--- src/rtl/button_evt_pkg.sv ---
// Shared definitions for the button event arbiter slice.
//   - evt_type codes presented on the event output
//   - per-channel press classifier state encoding
//   - default channel count and long-press length
package button_evt_pkg;

  localparam int DEF_N_BTN   = 4;
  localparam int DEF_LONG_MS = 1000;

  typedef enum logic [1:0] {
    EVT_NONE  = 2'b00,
    EVT_SHORT = 2'b01,
    EVT_LONG  = 2'b10
  } evt_type_t;

  typedef enum logic [1:0] {
    ST_IDLE,
    ST_HELD,
    ST_LONG_SENT
  } press_state_t;

endpackage

--- src/rtl/button_press_classifier.sv ---
// Per-channel press classifier: turns one debounced button level into
// SHORT / LONG press events.
//   clk_1k   : 1 kHz clock, rising edge
//   rst      : synchronous active-high reset
//   btn      : debounced button level, 1 = pressed
//   evt_emit : an event is emitted on this clock edge
//   evt_code : code of the emitted event (EVT_NONE when evt_emit = 0)
module button_press_classifier
  import button_evt_pkg::*;
#(
  parameter int LONG_MS = DEF_LONG_MS,
  parameter int CNT_W   = 10
) (
  input  logic       clk_1k,
  input  logic       rst,
  input  logic       btn,
  output logic       evt_emit,
  output logic [1:0] evt_code
);

  press_state_t     state, state_n;
  logic [CNT_W-1:0] cnt, cnt_n;

  always_ff @(posedge clk_1k) begin
    if (rst) begin
      state <= ST_IDLE;
      cnt   <= '0;
    end else begin
      state <= state_n;
      cnt   <= cnt_n;
    end
  end

  // cnt holds the number of high samples seen so far in the current press,
  // so reaching LONG_MS-1 while still high means this is the LONG_MS-th sample.
  always_comb begin
    state_n  = state;
    cnt_n    = cnt;
    evt_emit = 1'b0;
    evt_code = EVT_NONE;
    unique case (state)
      ST_IDLE: begin
        if (btn) begin
          state_n = ST_HELD;
          cnt_n   = CNT_W'(1);
        end
      end
      ST_HELD: begin
        if (!btn) begin
          state_n  = ST_IDLE;
          evt_emit = 1'b1;
          evt_code = EVT_SHORT;
        end else if (cnt == CNT_W'(LONG_MS - 1)) begin
          state_n  = ST_LONG_SENT;
          evt_emit = 1'b1;
          evt_code = EVT_LONG;
        end else begin
          cnt_n = cnt + 1'b1;
        end
      end
      ST_LONG_SENT: begin
        if (!btn) state_n = ST_IDLE;
      end
      default: state_n = ST_IDLE;
    endcase
  end

endmodule

--- src/rtl/button_event_arbiter.sv ---
// Button event arbiter: classifies N_BTN debounced buttons into SHORT/LONG
// press events, buffers one pending event per channel and serialises them
// round-robin onto a single valid/ready output.
//   clk_1k    : 1 kHz clock, rising edge
//   rst       : synchronous active-high reset
//   btn_in    : debounced button levels, one bit per channel
//   evt_valid : event present on evt_id / evt_type
//   evt_ready : consumer accepts the event when high with evt_valid
//   evt_id    : channel index of the presented event
//   evt_type  : EVT_SHORT / EVT_LONG, EVT_NONE when idle
//   overrun   : sticky per-channel flag, an event was lost
module button_event_arbiter
  import button_evt_pkg::*;
#(
  parameter int N_BTN   = DEF_N_BTN,
  parameter int LONG_MS = DEF_LONG_MS,
  parameter int CNT_W   = 10
) (
  input  logic                     clk_1k,
  input  logic                     rst,
  input  logic [N_BTN-1:0]         btn_in,
  output logic                     evt_valid,
  input  logic                     evt_ready,
  output logic [$clog2(N_BTN)-1:0] evt_id,
  output logic [1:0]               evt_type,
  output logic [N_BTN-1:0]         overrun
);

  localparam int ID_W = $clog2(N_BTN);

  logic [N_BTN-1:0] emit;
  logic [1:0]       code [N_BTN];

  for (genvar g = 0; g < N_BTN; g++) begin : g_cls
    button_press_classifier #(
      .LONG_MS (LONG_MS),
      .CNT_W   (CNT_W)
    ) u_cls (
      .clk_1k   (clk_1k),
      .rst      (rst),
      .btn      (btn_in[g]),
      .evt_emit (emit[g]),
      .evt_code (code[g])
    );
  end

  logic [N_BTN-1:0] pend_vld;
  evt_type_t        pend_typ [N_BTN];
  logic [N_BTN-1:0] ovr;

  logic             out_vld;
  logic [ID_W-1:0]  out_id;
  evt_type_t        out_typ;
  logic [ID_W-1:0]  rr_ptr;    // first channel searched on the next load

  logic             load;
  logic             grant_found;
  logic [ID_W-1:0]  grant_idx;
  logic [N_BTN-1:0] drain;
  int unsigned      cand;

  // Round-robin search starting at rr_ptr, wrapping without a modulo so
  // non-power-of-two channel counts work.
  always_comb begin
    load        = !out_vld || evt_ready;
    grant_found = 1'b0;
    grant_idx   = '0;
    cand        = 0;
    drain       = '0;
    for (int unsigned i = 0; i < N_BTN; i++) begin
      cand = 32'(rr_ptr) + i;
      if (cand >= N_BTN) cand = cand - N_BTN;
      if (!grant_found && pend_vld[ID_W'(cand)]) begin
        grant_found = 1'b1;
        grant_idx   = ID_W'(cand);
      end
    end
    if (load && grant_found) drain[grant_idx] = 1'b1;
  end

  // A new event may replace a pending one only when that pending entry is
  // moving to the output stage on the same edge; otherwise it is lost.
  always_ff @(posedge clk_1k) begin
    if (rst) begin
      pend_vld <= '0;
      ovr      <= '0;
      for (int unsigned i = 0; i < N_BTN; i++) pend_typ[i] <= EVT_NONE;
    end else begin
      for (int unsigned i = 0; i < N_BTN; i++) begin
        if (emit[i]) begin
          if (pend_vld[i] && !drain[i]) begin
            ovr[i] <= 1'b1;
          end else begin
            pend_vld[i] <= 1'b1;
            pend_typ[i] <= evt_type_t'(code[i]);
          end
        end else if (drain[i]) begin
          pend_vld[i] <= 1'b0;
        end
      end
    end
  end

  always_ff @(posedge clk_1k) begin
    if (rst) begin
      out_vld <= 1'b0;
      out_id  <= '0;
      out_typ <= EVT_NONE;
      rr_ptr  <= '0;
    end else if (load) begin
      out_vld <= grant_found;
      if (grant_found) begin
        out_id  <= grant_idx;
        out_typ <= pend_typ[grant_idx];
        rr_ptr  <= (grant_idx == ID_W'(N_BTN - 1)) ? '0 : grant_idx + 1'b1;
      end else begin
        out_id  <= '0;
        out_typ <= EVT_NONE;
      end
    end
  end

  assign evt_valid = out_vld;
  assign evt_id    = out_id;
  assign evt_type  = out_typ;
  assign overrun   = ovr;

endmodule

--- config.mk ---
export PLATFORM = sky130hd
export DESIGN_NAME = button_event_arbiter
export DESIGN_NICKNAME = d
export VERILOG_FILES = /design/src/rtl/button_evt_pkg.sv /design/src/rtl/button_press_classifier.sv /design/src/rtl/button_event_arbiter.sv
export SDC_FILE = /design/constraint.sdc
export NUM_CORES = 1
export LEC_CHECK = 0
export ABC_AREA = 1
export CAP_MARGIN = 25
export CORE_MARGIN = 2
export CORE_UTILIZATION = 60
export DETAILED_ROUTE_END_ITERATION = 16
export DONT_BUFFER_PORTS = 1
export PLACE_DENSITY = 0.76
export SYNTH_ARGS = -nofsm -noshare
export SYNTH_HDL_FRONTEND = slang
export SYNTH_HIERARCHICAL = 1
export SYNTH_SLANG_ARGS = --single-unit
export TNS_END_PERCENT = 1
--- constraint.sdc ---
create_clock -name clk_1k -period 2.4 [get_ports clk_1k]
set_clock_uncertainty 0.15 [all_clocks]
set_input_delay 0.24 -clock clk_1k [delete_from_list [all_inputs] [get_ports clk_1k]]
set_output_delay 0.24 -clock clk_1k [all_outputs]
set_load 0.02 [all_outputs]
==> impl_metrics.py <==
metrics = {
    "outcome": {
        "status": "finished, final reports clean",
    },
    "routing": {
        "wl_per_cell_um": 11.6,
        "vias": 4316,
        "avgViaCountPerCell": 5.05,
        "drtAntennaViolNets": 0,
        "drc": 0,
        "routed_wl_mm": 9.92,
        "first_pass_iters": 4,
        "drt_iter0_drc": 198,
    },
    "pwr": {
        "p_total_uw": 3870,
        "p_int_uw": 2390,
        "power.net_switching_uw": 1490,
        "ir_drop_mv": 0.344,
        "p_sw_share_pct": 38.4,
        "clkPwrFrac_pct": 26.9,
        "seqPwrFrac_pct": 35.5,
        "power.leakage_uw": 0.00233,
        "cellPowerDensity_nw_per_um2": 745,
        "combPwrFrac_pct": 37.6,
    },
    "die": {
        "fp.dieH_um": 92.9,
        "die_w_um": 92.9,
        "ioPinCount": 16,
        "start_util_pct": 61.7,
        "die_area_sq_um": 8630,
        "rows": 32,
        "core_sq_um": 7690,
    },
    "clock_tree": {
        "htreeDepth": 3,
        "cts_buffer_depth": 2,
        "cts_buffers": 9,
        "cts.sinks": 71,
        "clk_latency_ns": 0.35,
        "clk_pin_slew_ns": 0.08,
        "root_buffer": "clkbuf_8",
        "cts_tree": "done",
    },
    "synthesis": {
        "synth_cells": 726,
        "syn_nets": 741,
        "synth_most_common_cell": "nand2_1",
        "synth_edf_count": 8,
        "synth_top_area_share_pct": 26.6,
        "async_flop_share_pct": 0,
        "synth-main-ff-cell": "dfxtp_1",
        "syn_area_sq_um": 4740,
        "synth_top_area_cell": "dfxtp_1",
        "avgSynthCellArea_sq_um": 6.53,
        "synth_cell_types": 34,
        "synth_seq_area_share_pct": 31.7,
        "synth_area_leaders": "dfxtp_1 (27%), nand2_1 (16%), inv_1 (10%), nand3_1 (7.4%), nor2_1 (6.3%)",
        "yosysWarnings": 6,
        "synth_commonest_cells": "nand2_1 (203), inv_1 (132), nor2_1 (80), nand3_1 (70), dfxtp_1 (63)",
        "synth_seq_cells": 71,
    },
    "critical_path": {
        "crit_family": "simple AND/OR/NAND/NOR gates",
        "r2r-start": "rr_ptr[0]",
        "startpoint_type": "register",
        "cp_max_fo": 8,
        "critPathArrivalTime_ns": 2.23,
        "required_ns": 2.31,
        "cp-end-kind": "register",
        "worstPathCellList": "buf_4 > nand2_1 > nand2_2 > nand2_2 > nand2_4 > nor2_8 > nand3_4 > nand2_4 > nand2_8 > inv_2 > ha_1 > inv_1 > o21ai_4 > inv_2 > o21ai_2",
        "path_class": "reg2reg",
        "path_buf_inv": 4,
        "cpPeakStageDelay_ns": 0.37,
        "crit_start": "rr_ptr[0]",
        "slowest_stage": "dfxtp_4",
    },
    "timing": {
        "setup_violations": 0,
        "rsz0062_at_grt": "yes",
        "slew_viol_final": 0,
        "slew_headroom_pct": 32.4,
        "period_share_pct": 96.7,
        "hold_violations": 0,
        "worst_pin_slew_ns": 1.01,
        "fmax_mhz": 431,
        "min_period_ns": 2.32,
    },
    "global_route": {
        "grt_max_degree": 23,
        "grt_pass1_vias": 4086,
        "grt_pass1_wl_mm": 17.1,
        "grt.overflow.total": 0,
        "antenna_found_initial": 0,
        "gr-usage-all-layers_pct": 24.0,
    },
    "worst_hold_path": {
        "hold_start": "btn_in[3]",
        "hold_path_class": "in2reg",
    },
    "placement": {
        "dp.cells": 831,
        "port_buffers": 0,
        "hpwlAfterDp_mm": 6.98,
        "place_congestion": 0.916,
    },
    "job": {
        "maxCapViolCount": 0,
    },
    "cells_and_area": {
        "utilization_pct": 67.6,
        "area_growth_pct": 9.63,
        "drive_gt1_share_pct": 17.1,
        "nNetsFinal": 763,
        "diodes": 0,
        "stdcell_count": 855,
    },
}
## state kept, by name, indices dropped and copies added, names as in the netlist
signal	flops
g_cls.u_cls/state	8
pend_typ	8
rr_ptr	2
evt_id	2
evt_valid	1
evt_type	2
pend_vld	4
overrun	4
g_cls.u_cls/cnt	40
## routing by layer
| metal | global-route usage (%) | up-vias | wire length (um) |
|---|---|---|---|
| met3 | 4.80 | 16 | 300 |
| met5 | 0 | - | 0 |
| met1 | 28.9 | 1962 | 4630 |
| met2 | 42.0 | 56 | 4840 |
| li1 | - | 2282 | - |
| met4 | 9.44 | 0 | 149 |
## stage by stage
stage	setup WS (ns)	setup TNS (ns)	hold WS (ns)	cell area, sq um
2_1_floorplan	0.169	0	0.152	4740
3_3_place_gp	0.102	0	0.159	4860
3_5_place_dp	0.0202	0	0.160	4860
4_1_cts	0.0319	0	0.0168	5120
5_1_grt	-0.0288	-0.157	0.0433	5200
6_report	0.0800	0	0.0253	5200
## cell usage in the layout, fill, tap and decap left out, types with 5 or more instances in the layout
cell	n
nand3_1	70
nand2_1	200
clkbuf_8	9
nor2_1	77
buf_4	16
inv_1	129
a21oi_2	7
nand4_1	9
nor2_4	5
ha_1	8
nand2_4	6
edfxtp_1	8
dlygate4sd3_1	5
nand2_2	15
o21ai_2	5
o21ai_0	10
clkinv_1	5
a21oi_1	19
dfxtp_1	61
inv_2	8
nor2_2	17
nand3_2	19
nor3_1	13
## path summary, 6_finish.rpt
| check | end | slack [ns] | cells after the start |
|---|---|---|---|
| max | pend_typ[1][1] | 0.08 | 15 |
| min | g_cls[3].u_cls/cnt[5] | 0.03 | 5 |
| min reg2reg | g_cls[3].u_cls/state[1] | 0.35 | 2 |
| max reg2reg | pend_typ[1][1] | 0.08 | 15 |
## area by class of cell
cell class / count / area [sq um]
fillers: 678 / 2490
flip-flops and latches: 71 / 1510
clock inverters: 6 / 85.1
clock buffers: 10 / 128
multi-input cells: 502 / 2640
repair buffers: 21 / 170
inverters: 143 / 542
well taps: 102 / 128
## worst register-to-register path, stage by stage, from the launching register on
cell and delay (ns):
dfxtp_4 0.37, buf_4 0.15, nand2_1 0.10, nand2_2 0.08
nand2_2 0.08, nand2_4 0.07, nor2_8 0.14, nand3_4 0.10
nand2_4 0.12, nand2_8 0.08, inv_2 0.06, ha_1 0.14
inv_1 0.06, o21ai_4 0.13, inv_2 0.05, o21ai_2 0.17
## power groups by stage
| stage | combinational, uW | clock (uW) | sequential (uW) |
|---|---|---|---|
| floorplan | 1050 | 0 | 1380 |
| global placement | 1250 | 0 | 1390 |
| detailed placement | 1280 | 0 | 1390 |
| CTS | 1310 | 1060 | 1370 |
| global route | 1630 | 1120 | 1380 |
| finish | 1460 | 1040 | 1370 |
## what timing repair did
item,CTS,global route
resized for setup,1,19
hold endpoints to repair,31,0
setup endpoints to repair,3,21
setup buffers,0,3
pin swaps,0,8
hold buffers,5,0
## kinds of logic (layout without fill, tap and decap cells)
family	Yosys count	count (layout)	share of synthesized area (%)
buffers and inverters	153	180	13.6
and+or+nand+nor	443	443	45.4
adders and majority gates	8	8	2.11
DFF	71	71	31.7
AOI/OAI and AO/OA	51	51	7.25
No activity file was read; power rests on OpenSTA's default activity.
